## src/rtl/hack_pkg.sv

```systemverilog
// Shared definitions for the register file: default word width, sweep FSM states
// and an elaboration-time ceil(log2) helper.
package hack_pkg;

  localparam int unsigned WORD_W = 16;

  typedef enum logic {
    IDLE,
    SWEEP
  } sweep_state_e;

  function automatic int unsigned clog2(input int unsigned n);
    int unsigned r;
    r = 0;
    while ((64'd1 << r) < 64'(n)) begin
      r = r + 1;
    end
    return r;
  endfunction

endpackage

```

## src/rtl/reg_cell.sv

```systemverilog
// One storage word with async reset, synchronous clear and load enable.
module reg_cell #(
  parameter int unsigned WIDTH = 16
) (
  input  logic             clk,
  input  logic             rst_n,
  input  logic             load,
  input  logic             clear,
  input  logic [WIDTH-1:0] d,
  output logic [WIDTH-1:0] q
);

  always_ff @(posedge clk or negedge rst_n) begin
    if (!rst_n) begin
      q <= '0;
    end else if (clear) begin
      q <= '0;
    end else if (load) begin
      q <= d;
    end
  end

endmodule

```

## src/rtl/reg_file.sv

```systemverilog
// Two-read, one-write register file with optional write-to-read forwarding and a
// one-entry-per-cycle clear sweep that blocks writes while it runs.
module reg_file
  import hack_pkg::*;
#(
  parameter int unsigned WIDTH  = WORD_W,
  parameter int unsigned DEPTH  = 8,
  parameter int unsigned BYPASS = 1,
  localparam int unsigned AW    = clog2(DEPTH)
) (
  input  logic             clk,
  input  logic             rst_n,
  input  logic [WIDTH-1:0] in,
  input  logic             load,
  input  logic [AW-1:0]    waddr,
  input  logic [AW-1:0]    raddr_a,
  input  logic [AW-1:0]    raddr_b,
  input  logic             clear,
  output logic [WIDTH-1:0] out_a,
  output logic [WIDTH-1:0] out_b,
  output logic             busy,
  output logic             wr_ack,
  output logic             wr_drop
);

  localparam logic [AW:0]   Limit = (AW + 1)'(DEPTH);
  localparam logic [AW-1:0] Last  = AW'(DEPTH - 1);

  sweep_state_e   state;
  logic [AW-1:0]  ptr;
  logic [WIDTH-1:0] regs [DEPTH];

  logic waddr_ok, ra_ok, rb_ok;
  logic wr_ok, wr_rej;

  assign waddr_ok = {1'b0, waddr} < Limit;
  assign ra_ok    = {1'b0, raddr_a} < Limit;
  assign rb_ok    = {1'b0, raddr_b} < Limit;

  // Clear has priority over load; out-of-range loads are silently ignored.
  assign wr_ok  = load & ~busy & ~clear & waddr_ok;
  assign wr_rej = load & waddr_ok & (busy | clear);

  for (genvar i = 0; i < DEPTH; i++) begin : g_cell
    logic cell_load, cell_clr;
    assign cell_load = wr_ok && (waddr == AW'(i));
    assign cell_clr  = (state == SWEEP) && (ptr == AW'(i));

    reg_cell #(
      .WIDTH (WIDTH)
    ) u_cell (
      .clk   (clk),
      .rst_n (rst_n),
      .load  (cell_load),
      .clear (cell_clr),
      .d     (in),
      .q     (regs[i])
    );
  end

  always_comb begin
    out_a = '0;
    if (ra_ok) begin
      out_a = regs[raddr_a];
      if ((BYPASS != 0) && wr_ok && (waddr == raddr_a)) begin
        out_a = in;
      end
    end
  end

  always_comb begin
    out_b = '0;
    if (rb_ok) begin
      out_b = regs[raddr_b];
      if ((BYPASS != 0) && wr_ok && (waddr == raddr_b)) begin
        out_b = in;
      end
    end
  end

  always_ff @(posedge clk or negedge rst_n) begin
    if (!rst_n) begin
      state   <= IDLE;
      ptr     <= '0;
      busy    <= 1'b0;
      wr_ack  <= 1'b0;
      wr_drop <= 1'b0;
    end else begin
      wr_ack  <= wr_ok;
      wr_drop <= wr_rej;
      case (state)
        IDLE: begin
          if (clear) begin
            state <= SWEEP;
            ptr   <= '0;
            busy  <= 1'b1;
          end
        end
        SWEEP: begin
          if (ptr == Last) begin
            state <= IDLE;
            ptr   <= '0;
            busy  <= 1'b0;
          end else begin
            ptr <= ptr + 1'b1;
          end
        end
        default: begin
          state <= IDLE;
          ptr   <= '0;
          busy  <= 1'b0;
        end
      endcase
    end
  end

endmodule

```

## config.mk

```make
export PLATFORM = sky130hd
export DESIGN_NAME = reg_file
export DESIGN_NICKNAME = d
export VERILOG_FILES = /design/src/rtl/hack_pkg.sv /design/src/rtl/reg_cell.sv /design/src/rtl/reg_file.sv
export SDC_FILE = /design/constraint.sdc
export NUM_CORES = 1
export LEC_CHECK = 0
export ABC_AREA = 1
export CORE_ASPECT_RATIO = 1.75
export CORE_MARGIN = 2
export CORE_UTILIZATION = 55
export CTS_BUF_LIST = sky130_fd_sc_hd__clkbuf_8
export CTS_CLUSTER_SIZE = 16
export DETAILED_ROUTE_END_ITERATION = 7
export PLACE_DENSITY_LB_ADDON = 0.2
export SETUP_SLACK_MARGIN = 0.05
export SLEW_MARGIN = 20
export SYNTH_ARGS = -nofsm -noshare
export SYNTH_HDL_FRONTEND = slang
export SYNTH_SLANG_ARGS = --single-unit
```

## constraint.sdc

```tcl
create_clock -name clk -period 3.38 [get_ports clk]
set_input_delay 0.338 -clock clk [delete_from_list [all_inputs] [get_ports clk]]
set_output_delay 0.338 -clock clk [all_outputs]
set_load 0.02 [all_outputs]
```

* After elaboration in Yosys (flattened, before gate mapping)
Cells that the tools add are included.
** Cells by class
- Add/sub/neg operators :: 1
- Magnitude comparators :: 2
- Equality and inequality tests :: 18
- Multiplexer cells :: 33
- Bitwise operators :: 9
- Reduce and logical (&&, ||, !) cells :: 29
** Operators by type and width (count)
- 2-to-1 mux 16 bit :: 22
- binary-select mux 16 bit (select 3 bit) :: 2
- == test 3 bit, second input constant :: 8
- logical AND 1 bit :: 18
- nonzero test 2 bit :: 8
- == test 3 x 2 -> 1 bit, second input constant :: 4
- >= comparator 4 bit, second input constant :: 2
- inverter 3 -> 4 bit :: 2
- == test 3 x 1 -> 1 bit, second input constant :: 2
- == test 3 bit :: 2
- zero test 3 bit :: 2
- 2-to-1 mux 3 bit :: 2
- case mux 3 bit (2 select lines) :: 1
- 2-to-1 mux 1 bit :: 4
- case mux 1 bit (2 select lines) :: 2
- adder 3 x 1 -> 3 bit, second input constant :: 1
- bitwise AND 1 bit :: 3
- inverter 1 bit :: 3
- inequality test 2 x 1 -> 1 bit, second input constant :: 1
- inequality test 2 bit, second input constant :: 1
- AND reduction 2 bit :: 1
- bitwise OR 1 bit :: 1
** Word-level totals
- Flip-flop bits (word level) :: 135
- Bits of input ports :: 29
- Output and inout port bits :: 35
- Word-level logic and storage cells :: 105

* Longest topological paths before layout
Gate-level depths: netlist (run 1).
- Word-level depth :: 6
- Depth in mapped cells :: 10
- Mapped depth without buffers :: 8

* Hierarchy
Synthesis (run 1) repeated with hierarchy kept, for this count alone.
** Unflattened totals
- Cell total of the unflattened synthesis :: 1379
- Area total of the unflattened synthesis :: 8891.0 um^2
** Modules (own cells, without submodules)
- reg_cell :: instances 8, cells each 70, area each 648.1 um^2
- reg_file :: instances 1, cells each 819, area each 3706.1 um^2

* Least setup slack after synthesis (run 1)
No wires, ideal clock.
- Path kind :: register to output
- Start :: register busy
- End :: output port out_a[10]
- Data arrival time :: 1.424 ns
- Setup slack :: 1.618 ns
- Cell stages (with the launch flop) :: 9
- Buffers on the path :: 1
- Path through :: dfrtp_1 -> nor2_4 -> nand2_4 -> nor2_1 -> nand2_2 -> inv_2 -> buf_6 -> nand2_1 -> nand2_1
** On the way
- Cells in the longest elaborated chain, start to end :: 5
** Ends and longest elaborated chain
- start: declaration :: RTL line reg_file.sv:21 : output logic busy,
- start signal: assignment :: RTL line reg_file.sv:85 : busy <= 1'b0;
- start signal: assignment :: RTL line reg_file.sv:96 : busy <= 1'b1;
- start signal: assignment :: RTL line reg_file.sv:103 : busy <= 1'b0;
- inverter 1 bit :: RTL line reg_file.sv:41 : assign wr_ok = load & ~busy & ~clear & waddr_ok;
- bitwise AND 1 bit (2 in a row) :: RTL line reg_file.sv:41
- logical AND 1 bit :: RTL line reg_file.sv:65 : if ((BYPASS != 0) && wr_ok && (waddr == raddr_a)) begin
- 2-to-1 mux 16 bit :: RTL line reg_file.sv:65
- end: declaration :: RTL line reg_file.sv:19 : output logic [WIDTH-1:0] out_a,
No other way between the ends.

* Final worst setup path (run 1)
- Start :: register busy
- End :: output port out_a[6]
Same word-level chain as after synthesis.

==> out/qor.json, run 1 <==
{
  "relSlewSlack": {"value": 46.6, "unit": "%"},
  "grt_usage": {"value": 37.0, "unit": "%"},
  "slew_viol_final": {"value": 0},
  "cell_type_with_the_highest_aggregate_area_in_the_netlist": {"value": "sky130_fd_sc_hd__dfrtp_1"},
  "synth_seq_cells": {"value": 135},
  "grt.met1_usage": {"value": 43.1, "unit": "%"},
  "overflow": {"value": 0},
  "number_of_clock_sinks_seen_by_cts": {"value": 135},
  "endpoint_kind": {"value": "output pin"},
  "vias_per_cell": {"value": 5.79},
  "dp.final_hpwl": {"value": 20300, "unit": "um"},
  "drive_gt1_share": {"value": 6.98, "unit": "%"},
  "fin_hold_ws": {"value": 474, "unit": "ps"},
  "clock_tree.buffer_depth": {"value": 2},
  "cpLargestDelayFamily": {"value": "buffers and inverters"},
  "timing.critical_path.cells": {"value": "nor2_4 > nand2_4 > nor2_1 > nand2_2 > inv_2 > nand2_1 > nand2_1 > clkdlybuf4s50_1"},
  "design.final.nets": {"value": 1414},
  "clock_tree_from_tritoncts": {"value": "yes"},
  "initial_utilization": {"value": 56.4, "unit": "%"},
  "p_per_area": {"value": 634, "unit": "nW/um2"},
  "fin_crit_sh": {"value": 86.0, "unit": "%"},
  "fin_skew": {"value": 14.0, "unit": "ps"},
  "grt_busiest_layer": {"value": "met2"},
  "worstPathBufferInverterCount": {"value": 2},
  "synthToLayoutAreaGrowth": {"value": 12.3, "unit": "%"},
  "synth.avg_cell_area": {"value": 6.43, "unit": "um2"},
  "setup_tns": {"value": 0, "unit": "ps"},
  "ys.warnings.count": {"value": 0},
  "yosysTopAreaCellShare": {"value": 38.7, "unit": "%"},
  "cts_buffers": {"value": 17},
  "antenna_found_initial": {"value": 0},
  "slowest_delay": {"value": 600, "unit": "ps"},
  "drtPass1Iterations": {"value": 8},
  "clk_latency": {"value": 460, "unit": "ps"},
  "crit_path_frequent_cell": {"value": "sky130_fd_sc_hd__nand2_1"},
  "finalCriticalPeriod": {"value": 2910, "unit": "ps"},
  "worstSetupStartpointType": {"value": "flop"},
  "distinct_cell_type_count_after_synthesis": {"value": 22},
  "core.rowCount": {"value": 60},
  "syn-instance-count": {"value": 1356},
  "clockRootBuffer": {"value": "sky130_fd_sc_hd__clkbuf_8"},
  "port-buffer-count": {"value": 63},
  "insertedDiodeCount": {"value": 0},
  "grt_setup_unrepaired": {"value": "no"},
  "die_width": {"value": 99.2, "unit": "um"},
  "post_cts_resized": {"value": 0},
  "max_slew.worst_pin.slew": {"value": 799, "unit": "ps"},
  "grt_use_met3": {"value": 6.13, "unit": "%"},
  "ir_drop": {"value": 0.443, "unit": "mV"},
  "drt-initial-drc-count": {"value": 805},
  "crit_slowest_cell": {"value": "sky130_fd_sc_hd__clkdlybuf4s50_1"},
  "syn_nets": {"value": 1392},
  "power_leakage": {"value": 5.41, "unit": "nW"},
  "cp_arrival": {"value": 2570, "unit": "ps"},
  "cp.required": {"value": 3040, "unit": "ps"},
  "final-hold-violation-count": {"value": 0},
  "synth_area_leaders": {"value": "sky130_fd_sc_hd__dfrtp_1 (39%), sky130_fd_sc_hd__nand2_1 (25%), sky130_fd_sc_hd__nand3_1 (19%), sky130_fd_sc_hd__inv_1 (6.2%), sky130_fd_sc_hd__buf_2 (2.2%)"},
  "core_area": {"value": 15500, "unit": "um2"},
  "place_congestion": {"value": 0.982},
  "clk_transition_reported_paths": {"value": 90, "unit": "ps"},
  "synth_area": {"value": 8720, "unit": "um2"},
  "timing.critical_path.fanout_max": {"value": 16},
  "setup.worst_path.class": {"value": "reg2out"},
  "timing.final.setup_violations": {"value": 0},
  "drt_wl_total": {"value": 30700, "unit": "um"},
  "grt_start_max_net_pins": {"value": 78},
  "first_pass_grt_wire_length": {"value": 47600, "unit": "um"},
  "number_of_violations_of_the_max_capacitance_limit": {"value": 0},
  "drc_violation_count_after_routing": {"value": 0},
  "top_level_i_o_count": {"value": 64},
  "design_power_total": {"value": 0.00621, "unit": "W"},
  "groute.layer.met2.usage": {"value": 61.0, "unit": "%"},
  "hold_class": {"value": "in2async"},
  "routed-via-count": {"value": 9122},
  "synth_sequential_area_ratio": {"value": 38.7, "unit": "%"},
  "die-area": {"value": 16900, "unit": "um2"},
  "n_fill_cell": {"value": 1480},
  "outcome": {"value": "finished clean"},
  "antenna_violation_net_count_after_detailed_routing": {"value": 0},
  "max_freq": {"value": 344, "unit": "MHz"},
  "grt_pass1_vias": {"value": 8933},
  "post_drt_wl_per_cell": {"value": 19.5, "unit": "um"},
  "ctsHtreeMaxLevel": {"value": 4},
  "die_height": {"value": 171, "unit": "um"}
}
==> report_power, final <==
part,total [W],internal (W),switching (W)
registers,0.00242,0.00213,0.000285
logic,0.00247,0.000844,0.00163
clock network,0.00132,0.000605,0.000715
==> cell type report <==
type / instances / area (um2) / area share [%]
Sequential cell: 135 / 3380 / 34.5
Timing Repair Buffer: 94 / 907 / 9.27
Clock inverter: 13 / 126 / 1.29
Tap cell: 186 / 233 / 2.38
Multi-Input combinational cell: 976 / 4320 / 44.1
Clock buffer: 18 / 248 / 2.53
Inverter: 154 / 579 / 5.92
==> worst paths after layout <==
path                            cells after the start                     end  slack, ps                   start
worst max-delay path                                8                out_a[6]        470                    busy
worst min-delay path                                2   g_cell[7].u_cell.q[6]        470                   rst_n
worst max register to register                      7   g_cell[2].u_cell.q[5]       1490                    busy
worst min register to register                      2  g_cell[5].u_cell.q[11]        510  g_cell[5].u_cell.q[11]
max in group asynchronous                           3   g_cell[0].u_cell.q[5]       2070                   rst_n
min in group clk                                    3                 wr_drop        470                    load
==> Yosys cell counts, drive strengths merged <==
master	n
inv	153
nand2	585
nor2	24
a21oi	1
nand3	324
clkinv	1
ha	7
clkbuf	28
buf	63
o21ai	34
o22ai	1
dfrtp	135
==> cell families after synthesis <==
family / synth area share [%]
DFF: 38.7
adders and majority gates: 1.00
AOI/OAI and AO/OA: 2.08
buffers and inverters: 11.7
and+or+nand+nor: 46.4
==> routing by layer <==
layer,up-vias,routed length [um],share of wire (%)
met2,524,14800,48
met1,4185,11000,36
met4,0,2440,7.9
met3,151,2460,8.0
met5,-,0,0
li1,4262,-,-
==> through the flow <==
step | cells | instance area [um2] | utilization [%] | setup slack [ps]
final | 1576 | 9790 | 63.3 | 474
after global routing | 1576 | 9790 | 63.3 | 328
after CTS | 1576 | 9790 | 63.3 | 478
after detailed placement | 1544 | 9410 | 60.8 | 524
after global placement | 1544 | 9410 | 60.8 | 511
after floorplan | 1356 | 8720 | - | 1620
==> state kept, by name, indices dropped and copies added, names as in the netlist <==
name / flops
g_cell.u_cell.q: 128
ptr: 3
busy: 1
state: 1
wr_ack: 1
wr_drop: 1
==> placed cells by master, fill, tap and decap left out, drive strengths merged <==
| master | synthesis | layout |
|---|---|---|
| a21oi | 1 | 1 |
| buf | 63 | 33 |
| bufinv | 0 | 1 |
| clkbuf | 28 | 18 |
| clkdlybuf4s50 | 0 | 60 |
| clkinv | 1 | 6 |
| clkinvlp | 0 | 3 |
| dfrtp | 135 | 135 |
| dlygate4sd3 | 0 | 1 |
| ha | 7 | 7 |
| inv | 153 | 157 |
| nand2 | 585 | 585 |
| nand3 | 324 | 324 |
| nor2 | 24 | 24 |
| o21ai | 34 | 34 |
| o22ai | 1 | 1 |
==> timing repair <==
action                    CTS  global route
hold endpoints to repair   76             0
hold buffers                1             0
setup buffers               0             0
Note: power is estimated with default switching activity, not from simulation.
==> inputs of run 2 (changes only) <==
--- a/config.mk
+++ b/config.mk
@@ -9,9 +9,10 @@
 export CORE_ASPECT_RATIO = 1.75
 export CORE_MARGIN = 2
 export CORE_UTILIZATION = 55
-export CTS_BUF_LIST = sky130_fd_sc_hd__clkbuf_8
+export CTS_BUF_LIST = sky130_fd_sc_hd__clkbuf_4 sky130_fd_sc_hd__clkbuf_8 sky130_fd_sc_hd__clkbuf_16
 export CTS_CLUSTER_SIZE = 16
 export DETAILED_ROUTE_END_ITERATION = 7
+export HOLD_SLACK_MARGIN = 0.05
 export PLACE_DENSITY_LB_ADDON = 0.2
 export SETUP_SLACK_MARGIN = 0.05
 export SLEW_MARGIN = 20
==> run 2 against run 1 <==
Net effect:
- sequential share of layout area fell by 0.67 points
- via count rose by 1.6%
- combinational power barely moved
- sequential cell count did not move
- cell count did not move
- register-to-register slack improved by 20 ps
- worst setup slack got worse by 25 ps
- die area did not move
- highest routed layer unchanged
==> out/qor.json, run 2 (same netlist as run 1, synthesis figures left out) <==
{
  "r2r.worst_path.cells": {"value": 6, "change": "-1"},
  "fin_crit_sh": {"value": 86.7, "unit": "%", "change": "+0.73 points"},
  "cpLargestDelayFamily": {"value": "buffers and inverters"},
  "hold_class": {"value": "in2async"},
  "timing.critical_path.fanout_max": {"value": 16, "change": "unchanged"},
  "post_drt_wl_per_cell": {"value": 19.7, "unit": "um", "change": "+0.94%"},
  "port-buffer-count": {"value": 63, "change": "unchanged"},
  "n_fill_cell": {"value": 1450, "change": "-2.0%"},
  "relSlewSlack": {"value": 47.9, "unit": "%", "change": "+1.2 points"},
  "largest_register_ffs": {"value": 128, "change": "unchanged"},
  "crit-reg2reg-capture": {"value": "g_cell[7].u_cell.q[11]"},
  "core_area": {"value": 15500, "unit": "um2", "change": "unchanged"},
  "routed-via-count": {"value": 9265, "change": "+1.6%"},
  "largest-register": {"value": "g_cell.u_cell.q"},
  "clock_tree.buffer_depth": {"value": 2, "change": "unchanged"},
  "dp.final_hpwl": {"value": 20300, "unit": "um", "change": "unchanged"},
  "grt_usage": {"value": 37.2, "unit": "%", "change": "+0.26 points"},
  "r2r-start": {"value": "busy"},
  "insertedDiodeCount": {"value": 0, "change": "unchanged"},
  "clk_latency": {"value": 420, "unit": "ps", "change": "-40 ps"},
  "first_pass_grt_wire_length": {"value": 48100, "unit": "um", "change": "+1.1%"},
  "die_width": {"value": 99.2, "unit": "um", "change": "unchanged"},
  "cts_buffers": {"value": 17, "change": "unchanged"},
  "cts_setup_buffers": {"value": 0, "change": "unchanged"},
  "slowest_delay": {"value": 740, "unit": "ps", "change": "+140 ps"},
  "drive_gt1_share": {"value": 7.05, "unit": "%", "change": "+0.072 points"},
  "power_leakage": {"value": 5.49, "unit": "nW", "change": "+1.6%"},
  "mostFrequentLayoutCell": {"value": "sky130_fd_sc_hd__nand2_1"},
  "final-hold-violation-count": {"value": 0, "change": "unchanged"},
  "grt_pass1_vias": {"value": 9004, "change": "+0.79%"},
  "max_slew.worst_pin.slew": {"value": 780, "unit": "ps", "change": "-18.6 ps"},
  "largestRegisters": {"value": "g_cell.u_cell.q x128, ptr x3"},
  "dp_worst_setup_slack": {"value": 524, "unit": "ps", "change": "unchanged"},
  "r2r_setup_slack": {"value": 1510, "unit": "ps", "change": "+20 ps"},
  "post_cts_resized": {"value": 0, "change": "unchanged"},
  "design_power_total": {"value": 0.00674, "unit": "W", "change": "+8.5%"},
  "number_of_clock_sinks_seen_by_cts": {"value": 135, "change": "unchanged"},
  "crit_path_frequent_cell": {"value": "sky130_fd_sc_hd__nand2_1"},
  "finalCriticalPeriod": {"value": 2930, "unit": "ps", "change": "+24.7 ps"},
  "drc_violation_count_after_routing": {"value": 0, "change": "unchanged"},
  "outcome": {"value": "finished clean"},
  "fin_skew": {"value": 9.90, "unit": "ps", "change": "-4.06 ps"},
  "die-area": {"value": 16900, "unit": "um2", "change": "unchanged"},
  "ctsHtreeMaxLevel": {"value": 4, "change": "unchanged"},
  "cp_arrival": {"value": 2590, "unit": "ps", "change": "+20 ps"},
  "p_per_area": {"value": 675, "unit": "nW/um2", "change": "+6.4%"},
  "clock_tree_from_tritoncts": {"value": "yes"},
  "layout.cells.most_common_list": {"value": "sky130_fd_sc_hd__nand2_1 (576), sky130_fd_sc_hd__nand3_1 (324), sky130_fd_sc_hd__inv_1 (143), sky130_fd_sc_hd__dfrtp_1 (135), sky130_fd_sc_hd__clkdlybuf4s50_1 (60)"},
  "grt_start_max_net_pins": {"value": 78, "change": "unchanged"},
  "timing.final.setup_violations": {"value": 0, "change": "unchanged"},
  "setup_tns": {"value": 0, "unit": "ps", "change": "unchanged"},
  "top_level_i_o_count": {"value": 64, "change": "unchanged"},
  "clockRootBuffer": {"value": "sky130_fd_sc_hd__clkbuf_16"},
  "clk_transition_reported_paths": {"value": 70, "unit": "ps", "change": "-20 ps"},
  "max_freq": {"value": 341, "unit": "MHz", "change": "-0.84%"},
  "crit_slowest_cell": {"value": "sky130_fd_sc_hd__clkdlybuf4s50_1"},
  "vias_per_cell": {"value": 5.88, "change": "+1.6%"},
  "initial_utilization": {"value": 56.4, "unit": "%", "change": "unchanged"},
  "timing.final.ws_setup": {"value": 449, "unit": "ps", "change": "-24.7 ps"},
  "synthToLayoutAreaGrowth": {"value": 14.5, "unit": "%"},
  "drtPass1Iterations": {"value": 7, "change": "-1"},
  "worstPathBufferInverterCount": {"value": 4, "change": "+2"},
  "setup.worst_path.class": {"value": "in2out"},
  "final_design_area_no_fill": {"value": 9980, "unit": "um2", "change": "+2.0%"},
  "overflow": {"value": 0, "change": "unchanged"},
  "post_place_cell_area": {"value": 9410, "unit": "um2", "change": "unchanged"},
  "endpoint_kind": {"value": "output pin"},
  "antenna_violation_net_count_after_detailed_routing": {"value": 0, "change": "unchanged"},
  "grt_setup_unrepaired": {"value": "no"},
  "drt_wl_total": {"value": 31000, "unit": "um", "change": "+0.94%"},
  "die_height": {"value": 171, "unit": "um", "change": "unchanged"},
  "antenna_found_initial": {"value": 0, "change": "unchanged"},
  "place_congestion": {"value": 0.982, "change": "unchanged"},
  "timing.critical_path.cells": {"value": "clkdlybuf4s50_1 > inv_2 > nand2_1 > nand2_1 > nor2_1 > nand2_2 > clkinv_2 > nand2_1 > nand2_1 > clkdlybuf4s50_1"},
  "slew_viol_final": {"value": 0, "change": "unchanged"},
  "worstSetupStartpointType": {"value": "primary input"},
  "design.final.nets": {"value": 1414, "change": "unchanged"},
  "ir_drop": {"value": 0.457, "unit": "mV", "change": "+3.1%"},
  "cp.required": {"value": 3040, "unit": "ps", "change": "about the same"},
  "number_of_violations_of_the_max_capacitance_limit": {"value": 0, "change": "unchanged"},
  "core.rowCount": {"value": 60, "change": "unchanged"},
  "drt-initial-drc-count": {"value": 707, "change": "-12%"}
}
-- run 2: changes by cell type in the layout (fill, tap and decap cells not counted), sizes merged --
cell / delta
clkbuf: +1
inv: -1
-- run 2: worst max-delay path by stage --
stage,from,slack (ps),end,depth (start not counted)
6_report,raddr_b[2],450,out_b[14],10
5_1_grt,waddr[0],340,out_b[14],10
4_1_cts,raddr_b[2],510,out_b[2],10
3_5_place_dp,raddr_b[2],520,out_b[14],10
3_3_place_gp,raddr_a[1],510,out_a[8],8
2_1_floorplan,busy,1620,out_a[10],8
-- run 2: timing repair --
action | in CTS | in global routing
endpoints found under the setup margin | 0 | 0
hold buffers | 1 | 0
endpoints found under the hold margin | 76 | 0
-- run 2: worst register-to-register path: cells and delay by family, from the launching register on --
| family | cells | cell delay (ps) |
|---|---|---|
| flip-flops | 1 | 420 |
| buffers and inverters | 1 | 110 |
| AND/OR/NAND/NOR | 4 | 990 |
| AO/OA/AOI/OAI | 1 | 180 |
-- run 2: cell type report --
cell class / count / area (um2) / area share [%]
timing repair buffer: 94 / 907 / 9.09
sequential: 135 / 3380 / 33.8
clock inverter: 12 / 123 / 1.23
multi-input combinational: 976 / 4320 / 43.2
clock buffer: 19 / 447 / 4.47
inverter: 154 / 579 / 5.80
tap: 186 / 233 / 2.33
-- run 2: through the flow --
step           cells  utilization (%)  hold slack (ps)
4_1_cts         1576             64.6              508
5_1_grt         1576             64.6              524
2_1_floorplan   1356                -             42.4
3_5_place_dp    1544             60.8              431
6_report        1576             64.6              505
3_3_place_gp    1544             60.8              423
-- run 2: per-layer routing --
metal,track usage [%],part of all wire [%]
met4,26.2,7.4
met3,5.47,8.3
met5,0,0
met1,43.6,36
met2,62.1,49
-- run 2: where the power goes --
| group | internal, W | switching, W |
|---|---|---|
| Combinational | 0.000844 | 0.00164 |
| Sequential | 0.00213 | 0.000288 |
| Clock | 0.00105 | 0.000782 |
==> inputs of run 3 (changes only) <==
--- a/config.mk
+++ b/config.mk
@@ -6,6 +6,7 @@
 export NUM_CORES = 1
 export LEC_CHECK = 0
 export ABC_AREA = 1
+export CAP_MARGIN = 15
 export CORE_ASPECT_RATIO = 1.75
 export CORE_MARGIN = 2
 export CORE_UTILIZATION = 55
@@ -14,6 +15,7 @@
 export DETAILED_ROUTE_END_ITERATION = 7
 export HOLD_SLACK_MARGIN = 0.05
 export PLACE_DENSITY_LB_ADDON = 0.2
+export REMOVE_ABC_BUFFERS = 1
 export SETUP_SLACK_MARGIN = 0.05
 export SLEW_MARGIN = 20
 export SYNTH_ARGS = -nofsm -noshare
==> run 3 against run 2 <==
Net effect:
- worst setup slack worse by 96 ps
- die area did not move
- clock power is 13% higher
- sequential power is essentially flat
- maximum frequency is 3.2% lower
- first-iteration DRC count grew 13%
- via count shrank 2.0%
- cell area is 0.24% higher
- utilization up 0.15 points
- routed wire length shrank 9.3%
- clock skew is essentially flat
- critical path type unchanged
- highest routed layer unchanged
==> out/qor.json, run 3 (same netlist as run 1, synthesis figures left out) <==
{
  "clockRootBuffer": {"value": "sky130_fd_sc_hd__clkbuf_16"},
  "final-hold-violation-count": {"value": 0, "change": "unchanged"},
  "worstSetupStartpointType": {"value": "primary input"},
  "timing.hold.worst_path_depth": {"value": 2},
  "mostFrequentLayoutCell": {"value": "sky130_fd_sc_hd__nand2_1"},
  "ctsHtreeMaxLevel": {"value": 4, "change": "unchanged"},
  "top_level_i_o_count": {"value": 64, "change": "unchanged"},
  "power_leakage": {"value": 5.52, "unit": "nW", "change": "+0.48%"},
  "clk_transition_reported_paths": {"value": 60, "unit": "ps", "change": "about the same"},
  "clk_latency": {"value": 420, "unit": "ps", "change": "about the same"},
  "number_of_clock_sinks_seen_by_cts": {"value": 135, "change": "unchanged"},
  "cts_buffers": {"value": 17, "change": "unchanged"},
  "post_place_cell_area": {"value": 9360, "unit": "um2", "change": "-0.53%"},
  "drtPass1Iterations": {"value": 6, "change": "-1"},
  "core_area": {"value": 15500, "unit": "um2", "change": "unchanged"},
  "cp.required": {"value": 3040, "unit": "ps", "change": "about the same"},
  "routed-via-count": {"value": 9078, "change": "-2.0%"},
  "dp.final_hpwl": {"value": 18800, "unit": "um", "change": "-7.5%"},
  "hold_class": {"value": "reg2reg"},
  "core.rowCount": {"value": 60, "change": "unchanged"},
  "design.final.nets": {"value": 1414, "change": "unchanged"},
  "drt_wl_total": {"value": 28100, "unit": "um", "change": "-9.3%"},
  "r2r.worst_path.cells": {"value": 7, "change": "+1"},
  "die_height": {"value": 171, "unit": "um", "change": "unchanged"},
  "max_slew.worst_pin.slew": {"value": 745, "unit": "ps", "change": "-35.5 ps"},
  "max_freq": {"value": 330, "unit": "MHz", "change": "-3.2%"},
  "layout.cells.most_common_list": {"value": "sky130_fd_sc_hd__nand2_1 (576), sky130_fd_sc_hd__nand3_1 (324), sky130_fd_sc_hd__inv_1 (143), sky130_fd_sc_hd__dfrtp_1 (135), sky130_fd_sc_hd__clkdlybuf4s50_1 (60)"},
  "slew_viol_final": {"value": 0, "change": "unchanged"},
  "number_of_violations_of_the_max_capacitance_limit": {"value": 0, "change": "unchanged"},
  "fin_crit_sh": {"value": 89.5, "unit": "%", "change": "+2.8 points"},
  "numPlacedInstances": {"value": 1544, "change": "unchanged"},
  "drc_violation_count_after_routing": {"value": 0, "change": "unchanged"},
  "largest-register": {"value": "g_cell.u_cell.q"},
  "largestRegisters": {"value": "g_cell.u_cell.q x128, ptr x3"},
  "port-buffer-count": {"value": 63, "change": "unchanged"},
  "initial_utilization": {"value": 56.4, "unit": "%", "change": "unchanged"},
  "final_cell_count_no_fill": {"value": 1576, "change": "unchanged"},
  "drt-initial-drc-count": {"value": 798, "change": "+13%"},
  "die_width": {"value": 99.2, "unit": "um", "change": "unchanged"},
  "grt_setup_unrepaired": {"value": "no"},
  "crit_path_frequent_cell": {"value": "sky130_fd_sc_hd__nand2_1"},
  "setup_tns": {"value": 0, "unit": "ps", "change": "unchanged"},
  "finalCriticalPeriod": {"value": 3030, "unit": "ps", "change": "+95.6 ps"},
  "drive_gt1_share": {"value": 7.05, "unit": "%", "change": "unchanged"},
  "antenna_violation_net_count_after_detailed_routing": {"value": 0, "change": "unchanged"},
  "crit_slowest_cell": {"value": "sky130_fd_sc_hd__clkdlybuf4s50_1"},
  "p_per_area": {"value": 689, "unit": "nW/um2", "change": "+2.1%"},
  "fin_skew": {"value": 9.48, "unit": "ps", "change": "-0.416 ps"},
  "final_design_area_no_fill": {"value": 10000, "unit": "um2", "change": "+0.24%"},
  "fin_hold_ws": {"value": 504, "unit": "ps", "change": "-1.40 ps"},
  "cp_arrival": {"value": 2690, "unit": "ps", "change": "+100 ps"},
  "timing.critical_path.fanout_max": {"value": 16, "change": "unchanged"},
  "setup.worst_path.class": {"value": "in2out"},
  "clock_tree.buffer_depth": {"value": 2, "change": "unchanged"},
  "timing.critical_path.cells": {"value": "clkdlybuf4s50_1 > inv_2 > nand2_1 > nand2_1 > nor2_1 > nand2_2 > inv_2 > nand2_1 > nand2_1 > clkdlybuf4s50_1"},
  "largest_register_ffs": {"value": 128, "change": "unchanged"},
  "timing.final.setup_violations": {"value": 0, "change": "unchanged"},
  "die-area": {"value": 16900, "unit": "um2", "change": "unchanged"},
  "ir_drop": {"value": 0.439, "unit": "mV", "change": "-3.9%"},
  "vias_per_cell": {"value": 5.76, "change": "-2.0%"},
  "grt_usage": {"value": 34.2, "unit": "%", "change": "-3.0 points"},
  "antenna_found_initial": {"value": 0, "change": "unchanged"},
  "synthToLayoutAreaGrowth": {"value": 14.8, "unit": "%"},
  "relSlewSlack": {"value": 50.4, "unit": "%", "change": "+2.5 points"},
  "outcome": {"value": "finished clean"},
  "endpoint_kind": {"value": "output pin"},
  "overflow": {"value": 0, "change": "unchanged"},
  "clock_tree_from_tritoncts": {"value": "yes"},
  "fin_util": {"value": 64.7, "unit": "%", "change": "+0.15 points"},
  "place_congestion": {"value": 0.908, "change": "-7.5%"},
  "insertedDiodeCount": {"value": 0, "change": "unchanged"},
  "grt_start_max_net_pins": {"value": 80, "change": "+2.6%"},
  "post_drt_wl_per_cell": {"value": 17.8, "unit": "um", "change": "-9.3%"},
  "first_pass_grt_wire_length": {"value": 45300, "unit": "um", "change": "-5.8%"},
  "slowest_delay": {"value": 620, "unit": "ps", "change": "-120 ps"},
  "grt_pass1_vias": {"value": 8831, "change": "-1.9%"}
}
-- run 3: report_power, final --
group / internal (W) / total, W / leakage (nW) / switching [W]
clock network: 0.00132 / 0.00206 / 0.314 / 0.000737
logic: 0.000837 / 0.00241 / 3.38 / 0.00158
registers: 0.00214 / 0.00242 / 1.83 / 0.000287
-- run 3: final cells by class --
type	count	area, um2
Inverter	154	579
Fill cell	1405	5460
Tap cell	186	233
Timing Repair Buffer	94	857
Clock buffer	19	440
Multi-Input combinational cell	976	4320
Clock inverter	12	203
Sequential cell	135	3380
-- run 3: critical path, delay by kind of cell --
| family | cells | cell delay [ps] |
|---|---|---|
| AND/OR/NAND/NOR | 6 | 630 |
| buffers and inverters | 4 | 1720 |
-- run 3: layer usage --
layer | vias to the layer above | global-route usage, % | part of all wire (%)
li1 | 4264 | - | -
met3 | 119 | 4.94 | 8.8
met4 | 0 | 20.0 | 5.5
met1 | 4150 | 43.0 | 38
met5 | - | 0 | 0
met2 | 545 | 56.0 | 48
-- run 3: path summary, 6_finish.rpt --
kind,startpoint,to,slack [ps]
worst max-delay path,waddr[2],out_a[7],350
worst min register to register,g_cell[0].u_cell.q[9],g_cell[0].u_cell.q[9],500
worst min-delay path,g_cell[0].u_cell.q[9],g_cell[0].u_cell.q[9],500
max in group asynchronous,rst_n,g_cell[5].u_cell.q[2],2060
min in group asynchronous,rst_n,g_cell[3].u_cell.q[10],520
worst max register to register,busy,g_cell[2].u_cell.q[4],1440
-- run 3: through the flow --
stage / worst slack (ps) / total power, W
6_report: 354 / 0.00690
3_5_place_dp: 375 / 0.00480
4_1_cts: 363 / 0.00687
5_1_grt: 246 / 0.00731
3_3_place_gp: 443 / 0.00475
2_1_floorplan: 944 / 0.00393
-- run 3: timing repair --
item	in CTS	in global routing
resized for setup	0	0
setup buffers	0	0
hold buffers	1	0
endpoints found under the hold margin	76	0
